**config.mk**
```make
export PLATFORM = sky130hd
export DESIGN_NAME = disp_colr_adapt
export DESIGN_NICKNAME = d
export VERILOG_FILES = /design/src/rtl/disp_colr_adapt_pkg.sv /design/src/rtl/disp_colr_adapt_widen.sv /design/src/rtl/disp_colr_adapt.sv
export SDC_FILE = /design/constraint.sdc
export NUM_CORES = 1
export LEC_CHECK = 0
export BUFFER_PORTS_ARGS = -buffer_cell sky130_fd_sc_hd__buf_2
export CAP_MARGIN = 20
export CORE_ASPECT_RATIO = 1.25
export CORE_UTILIZATION = 53
export CTS_CLUSTER_SIZE = 25
export DETAILED_ROUTE_END_ITERATION = 16
export PLACE_DENSITY_LB_ADDON = 0.15
export SLEW_MARGIN = 20
export SYNTH_ARGS = -nofsm -noshare
export SYNTH_HDL_FRONTEND = slang
export SYNTH_SLANG_ARGS = --single-unit
```
**constraint.sdc**
```tcl
create_clock -name clk_pix -period 2.32 [get_ports clk_pix]
set_input_delay 0.116 -clock clk_pix [delete_from_list [all_inputs] [get_ports clk_pix]]
set_output_delay 0.116 -clock clk_pix [all_outputs]
set_load 0.005 [all_outputs]
```
**src/rtl/disp_colr_adapt_pkg.sv**
```systemverilog
// Shared definitions for the display colour adapter: mode encodings,
// the ordered-dither matrix and the colour bar count.
package disp_colr_pkg;

    typedef enum logic [1:0] {
        MODE_PASS   = 2'd0,
        MODE_DITHER = 2'd1,
        MODE_BARS   = 2'd2,
        MODE_BLANK  = 2'd3
    } mode_t;

    localparam int BAR_COUNT = 8;
    localparam int BAR_IDX_W = $clog2(BAR_COUNT);

    // 4x4 Bayer matrix, entry [row][col] at bits row*16 + col*4.
    // Rows: {0,8,2,10}, {12,4,14,6}, {3,11,1,9}, {15,7,13,5}.
    localparam logic [63:0] BAYER_TABLE = {
        4'd5,  4'd13, 4'd7,  4'd15,
        4'd9,  4'd1,  4'd11, 4'd3,
        4'd6,  4'd14, 4'd4,  4'd12,
        4'd10, 4'd2,  4'd8,  4'd0
    };

    function automatic logic [3:0] bayer_at(input logic [1:0] row, input logic [1:0] col);
        return BAYER_TABLE[{row, col, 2'b00} +: 4];
    endfunction

endpackage

```
**src/rtl/disp_colr_adapt_widen.sv**
```systemverilog
// One colour channel, second pipeline stage: width conversion (replicate,
// truncate or dither add with saturation), bars/blank selection, de gating.
module colr_widen
    import disp_colr_pkg::*;
#(
    parameter int BPC_IN  = 5,
    parameter int BPC_OUT = 8
) (
    input  logic               clk,
    input  logic               rst_n,
    input  mode_t              mode,
    input  logic               de,
    input  logic               bar_on,
    input  logic [BPC_IN-1:0]  colr,
    input  logic [BPC_IN-1:0]  offset,
    output logic [BPC_OUT-1:0] colr_out
);

    logic [BPC_OUT-1:0] pass_val;
    logic [BPC_OUT-1:0] dith_val;
    logic [BPC_OUT-1:0] colr_d;
    logic [BPC_OUT-1:0] colr_q;

    generate
        if (BPC_OUT >= BPC_IN) begin : g_expand
            logic unused_offset;

            // Repeat the input MSB-first until the output word is filled.
            always_comb begin
                pass_val = '0;
                for (int i = 0; i < BPC_OUT; i++) begin
                    pass_val[BPC_OUT-1-i] = colr[BPC_IN-1-(i % BPC_IN)];
                end
            end

            assign dith_val      = pass_val;
            assign unused_offset = ^offset;
        end else begin : g_narrow
            logic [BPC_IN:0] sum;
            logic            unused_lo;

            // Add the dither offset, clamp at full scale, keep the top bits.
            always_comb begin
                sum      = {1'b0, colr} + {1'b0, offset};
                dith_val = sum[BPC_IN] ? '1 : sum[BPC_IN-1 -: BPC_OUT];
            end

            assign pass_val  = colr[BPC_IN-1 -: BPC_OUT];
            assign unused_lo = ^sum[BPC_IN-BPC_OUT-1:0];
        end
    endgenerate

    // Mode select; colour is black whenever the pixel is outside the active area.
    always_comb begin
        colr_d = '0;
        if (de) begin
            case (mode)
                MODE_PASS:   colr_d = pass_val;
                MODE_DITHER: colr_d = dith_val;
                MODE_BARS:   colr_d = {BPC_OUT{bar_on}};
                MODE_BLANK:  colr_d = '0;
                default:     colr_d = '0;
            endcase
        end
    end

    // Output colour register.
    always_ff @(posedge clk or negedge rst_n) begin
        if (!rst_n) begin
            colr_q <= '0;
        end else begin
            colr_q <= colr_d;
        end
    end

    assign colr_out = colr_q;

endmodule

```
**src/rtl/disp_colr_adapt.sv**
```systemverilog
// Pixel-clock colour adapter: x/y and bar counters, frame-synchronous mode
// register, stage-1 input/offset capture and the sync delay line. The
// per-channel conversion lives in colr_widen.
module disp_colr_adapt
    import disp_colr_pkg::*;
#(
    parameter int BPC_IN    = 5,
    parameter int BPC_OUT   = 8,
    parameter int CHANNELS  = 3,
    parameter int CORDW     = 16,
    parameter int BAR_W     = 64,
    parameter bit HS_ACTIVE = 1'b1,
    parameter bit VS_ACTIVE = 1'b1
) (
    input  logic                        clk_pix,
    input  logic                        rst_pix_n,
    input  logic [1:0]                  mode,
    input  logic                        in_hsync,
    input  logic                        in_vsync,
    input  logic                        in_de,
    input  logic [CHANNELS*BPC_IN-1:0]  in_colr,
    output logic                        out_hsync,
    output logic                        out_vsync,
    output logic                        out_de,
    output logic [CHANNELS*BPC_OUT-1:0] out_colr
);

    localparam int D   = (BPC_IN > BPC_OUT) ? (BPC_IN - BPC_OUT) : 0;
    localparam int SHR = (D <= 4) ? (4 - D) : 0;
    localparam int SHL = (D > 4) ? (D - 4) : 0;

    logic [CORDW-1:0]            x_q, x_d, y_q, y_d;
    logic [CORDW-1:0]            bar_pix_q, bar_pix_d;
    logic [BAR_IDX_W-1:0]        bar_idx_q, bar_idx_d;
    logic                        de_prev_q, de_prev_d;
    logic                        vs_prev_q, vs_prev_d;
    mode_t                       mode_q, mode_d;
    logic                        s1_hs_q, s1_hs_d, s1_vs_q, s1_vs_d, s1_de_q, s1_de_d;
    logic [CHANNELS*BPC_IN-1:0]  s1_colr_q, s1_colr_d;
    logic [BPC_IN-1:0]           s1_off_q, s1_off_d;
    logic [BAR_IDX_W-1:0]        s1_bar_q, s1_bar_d;
    logic                        out_hs_q, out_hs_d, out_vs_q, out_vs_d, out_de_q, out_de_d;
    logic                        vs_edge, de_fall;
    logic [3:0]                  bayer_t;
    logic [15:0]                 off_full;
    logic                        unused_offset_bits;

    // Counters, mode capture and the stage-1/stage-2 next values. mode_q is
    // both the active mode and the stage-1 mode: it loads on the same edge
    // that captures the pixel sampled at the vsync edge.
    always_comb begin
        vs_edge   = (in_vsync == VS_ACTIVE) && (vs_prev_q != VS_ACTIVE);
        de_fall   = de_prev_q && !in_de;

        x_d       = x_q;
        y_d       = y_q;
        bar_pix_d = bar_pix_q;
        bar_idx_d = bar_idx_q;
        de_prev_d = in_de;
        vs_prev_d = in_vsync;
        mode_d    = vs_edge ? mode_t'(mode) : mode_q;

        if (in_de) begin
            x_d = x_q + CORDW'(1);
            if (bar_pix_q == CORDW'(BAR_W - 1)) begin
                bar_pix_d = '0;
                bar_idx_d = bar_idx_q + BAR_IDX_W'(1);
            end else begin
                bar_pix_d = bar_pix_q + CORDW'(1);
            end
        end else if (de_fall) begin
            x_d       = '0;
            bar_pix_d = '0;
            bar_idx_d = '0;
            y_d       = y_q + CORDW'(1);
        end
        if (vs_edge) begin
            y_d = '0;
        end

        bayer_t            = bayer_at(y_q[1:0], x_q[1:0]);
        off_full           = ({12'b0, bayer_t} >> SHR) << SHL;
        unused_offset_bits = ^off_full;

        s1_hs_d   = in_hsync;
        s1_vs_d   = in_vsync;
        s1_de_d   = in_de;
        s1_colr_d = in_colr;
        s1_off_d  = off_full[BPC_IN-1:0];
        s1_bar_d  = bar_idx_q;

        out_hs_d  = s1_hs_q;
        out_vs_d  = s1_vs_q;
        out_de_d  = s1_de_q;
    end

    // State, stage-1 and sync delay registers.
    always_ff @(posedge clk_pix or negedge rst_pix_n) begin
        if (!rst_pix_n) begin
            x_q       <= '0;
            y_q       <= '0;
            bar_pix_q <= '0;
            bar_idx_q <= '0;
            de_prev_q <= 1'b0;
            vs_prev_q <= ~VS_ACTIVE;
            mode_q    <= MODE_PASS;
            s1_hs_q   <= ~HS_ACTIVE;
            s1_vs_q   <= ~VS_ACTIVE;
            s1_de_q   <= 1'b0;
            s1_colr_q <= '0;
            s1_off_q  <= '0;
            s1_bar_q  <= '0;
            out_hs_q  <= ~HS_ACTIVE;
            out_vs_q  <= ~VS_ACTIVE;
            out_de_q  <= 1'b0;
        end else begin
            x_q       <= x_d;
            y_q       <= y_d;
            bar_pix_q <= bar_pix_d;
            bar_idx_q <= bar_idx_d;
            de_prev_q <= de_prev_d;
            vs_prev_q <= vs_prev_d;
            mode_q    <= mode_d;
            s1_hs_q   <= s1_hs_d;
            s1_vs_q   <= s1_vs_d;
            s1_de_q   <= s1_de_d;
            s1_colr_q <= s1_colr_d;
            s1_off_q  <= s1_off_d;
            s1_bar_q  <= s1_bar_d;
            out_hs_q  <= out_hs_d;
            out_vs_q  <= out_vs_d;
            out_de_q  <= out_de_d;
        end
    end

    generate
        for (genvar k = 0; k < CHANNELS; k++) begin : g_chan
            colr_widen #(
                .BPC_IN  (BPC_IN),
                .BPC_OUT (BPC_OUT)
            ) u_widen (
                .clk      (clk_pix),
                .rst_n    (rst_pix_n),
                .mode     (mode_q),
                .de       (s1_de_q),
                .bar_on   (s1_bar_q[k % 3]),
                .colr     (s1_colr_q[k*BPC_IN +: BPC_IN]),
                .offset   (s1_off_q),
                .colr_out (out_colr[k*BPC_OUT +: BPC_OUT])
            );
        end
    endgenerate

    assign out_hsync = out_hs_q;
    assign out_vsync = out_vs_q;
    assign out_de    = out_de_q;

endmodule

```
==> impl_metrics.toml <==
[yosys]
synthArstFlopShare = 1.000
synth_top_family_by_area = "simple AND/OR/NAND/NOR gates"
synth_top_area_cell = "dfrtp_1"
syn_area_per_cell_um2 = 11.39
synthesis.area_mm2 = 0.002347
synth_top_area_frac = 0.6397
synth.most_common_cell = "dfrtp_1"
ys_top_cells_by_count = "dfrtp_1, nor2_1, o21ai_0"
synth_compound_area_frac = 0.1109
syn_inst = 206
ys_ff_latch = 60
synth-xor-area-share = 0.003731
muxShareOfSynthArea = 0.01439
syn_nets = 230
synthTopCellsByArea = "dfrtp_1, nor2_1, buf_4"
synth_flop_cell = "dfrtp_1"
synth_edf_count = 0
yosys.area_share.simple = 0.1610
seq_area_frac_synth = 0.6397
synth_warnings = 0
yosys.cell_types.count = 39
synth_fa_ha_area_frac = 0.01066

[setup_path]
start_kind = "flip-flop"
crit_fanout = 9
cp.buffers_inverters = 1
worst_r2r_path_depth = 6
path_class = "flip-flop to flip-flop"
cp_top_family = "compound AO/OA/AOI/OAI gates"
endpoint_kind = "flip-flop"
r2r-end = "bar_pix_q[14]"
reg2reg_setup_slack_ps = 150
critical_path.slowest_cell = "or3b_2"
worstPathArrival_ps = 2390
r2r_start = "bar_pix_q[1]"
crit_required_ps = 2540
path_cells = "ha_1, or3b_2, o41a_1, buf_4, a21o_1, a22o_1"
slowest_delay_ps = 470

[flow_run]
max-cap-violations = 0

[global_routing]
grt.overflow.total = 0
grt_usage = 0.2276
grt_pass1_wl_um = 7603
antenna_found_initial = 0
grt_pass1_vias = 1717
grt_start_max_net_pins = 27

[timing]
slew_headroom = 0.4589
hold_viol = 0
setup_viol = 0
worstMarginPinSlew_ps = 808.7
slew_violations = 0
fin_crit_ps = 2166
finalClockSkew_ps = 7.928
tns_ps = 0
finalCritPeriodShare = 0.9338
clock.fmax_ghz = 0.4616
rsz0062_at_grt = "no"

[final_layout]
fin_area_mm2 = 0.003034
n_antenna_cell = 0
multiInputGateArea_um2 = 705.7
fin_util = 0.7287
fillers = 313
drive_gt1_frac = 0.2847
seq_area_mm2 = 0.001501
nets = 300
area_growth_pct = 29.26

[hold_path]
hold_end = "mode_q[1]"
hp-start = "mode[1]"
whs_path_depth = 2
min-delay-path-class = "input pin to flip-flop"

[cts]
cts_tree = "built"
holdBufCountCts = 18
post_cts_buffers = 0
htree_num_levels = 3
cts_buffers = 9
clock_latency_ps = 330
clockBufferDepth = 2
clock_sinks = 60
clk_pin_slew_ps = 70
cts_root_buf = "clkbuf_8"
cts_resized = 0

[floorplanning]
rows = 26
die_w_um = 61.53
io_pins = 49
core_area_mm2 = 0.004164
die-height_um = 76.41
die-area_mm2 = 0.004701
floorplan.initialDensity = 0.5637

[detailed_routing]
wl_per_cell_um = 13.64
antenna_left = 0
first_pass_iters = 4
vias = 1759
drt_iter0_markers = 69
drt-total-wl_um = 4597
vias_per_cell = 5.220
drc_errors = 0

[status]
status = "complete, no violations"

[power]
p_per_area_mw_per_mm2 = 821.6
peakVddDrop_v = 0.0005013
leakage_nw = 1.499

[place]
gp_congestion = 0.9429
dp_hpwl_um = 2911
port-buffer-count = 48
post_dp_cell_area_mm2 = 0.002619
layout make-up:
cell class / instances / area share
Clock buffer: 12 / 0.05443
Clock inverter: 4 / 0.02309
Inverter: 5 / 0.006186
Multi-Input combinational cell: 123 / 0.2326
Sequential cell: 60 / 0.4948
Tap cell: 56 / 0.02309
Timing Repair Buffer: 77 / 0.1658
layer usage:
layer,wire (µm),track usage,up-vias
met2,2431,0.3774,60
met4,74,0.1200,0
met5,0,0,-
li1,-,-,858
met1,1866,0.2431,835
met3,224,0.07980,6
where the power goes:
part / internal [W] / switching (W) / total (W)
Clock: 0.000689 / 0.000384 / 0.00107
Sequential: 0.00112 / 0.0000542 / 0.00117
Combinational: 0.000126 / 0.000122 / 0.000248
Total: 0.00193 / 0.000560 / 0.00249
through the flow:
stage               power (W)  cells  setup slack, ps  hold WS [ps]
detailed placement   0.001413    303            168.1         128.2
finish               0.002493    337            153.7         21.86
global placement     0.001408    303            219.3         122.5
floorplan            0.001314    206            216.5        -179.6
CTS                  0.002512    337            169.5         6.163
global route         0.002607    337            35.79         12.42
worst reg2reg max path: cells and delay by family (launching register included):
family                     cells  cell delay, ps
adders and majority gates      1             190
DFF                            1             420
buffers and inverters          1             210
AOI/OAI and AO/OA              3             780
and+or+nand+nor                1             470
state kept, by name (all words and copies together), names as in the netlist:
name,count
out_hsync,1
mode_q,2
out_hs_d,1
out_vs_d,1
g_chan.u_widen.colr_out,15
bar_pix_q,16
out_de,1
bar_idx_q,3
s1_colr_q,15
s1_bar_q,3
out_vsync,1
out_de_d,1
kinds of logic after synthesis:
group	after synthesis
adders and majority gates	2
DFF	60
and+or+nand+nor	78
muxes	3
AOI/OAI and AO/OA	39
xor gates and xnor gates	1
buffers and inverters	23
worst max path at each step:
stage                      start            end  slack, ps  cells after the start
finish              bar_pix_q[1]  bar_pix_q[14]        150                      6
detailed placement  bar_pix_q[1]  bar_pix_q[14]        170                      6
global route        bar_pix_q[1]   bar_idx_q[0]         40                      6
floorplan           bar_pix_q[0]  bar_pix_q[13]        220                      6
global placement    bar_pix_q[1]  bar_pix_q[14]        220                      6
CTS                 bar_pix_q[1]  bar_pix_q[14]        170                      6
placed cells by master (no fill, tap or decap), types with 2 or more instances in the layout:
master / instances
dfrtp_1: 60
buf_2: 48
nor2_1: 36
dlygate4sd3_1: 18
o21ai_0: 12
clkbuf_8: 12
buf_4: 11
nand2_1: 10
nand3_1: 8
a31oi_1: 7
inv_1: 5
or4_1: 5
a21oi_1: 5
nand4_1: 4
a41oi_1: 3
a22o_1: 3
mux2_2: 3
and3_1: 3
o31ai_1: 2
and4_1: 2
nand2b_1: 2
a221o_1: 2
ha_1: 2
clkinv_2: 2
bufinv_16: 2
Note: power is estimated with default switching activity, not from simulation.
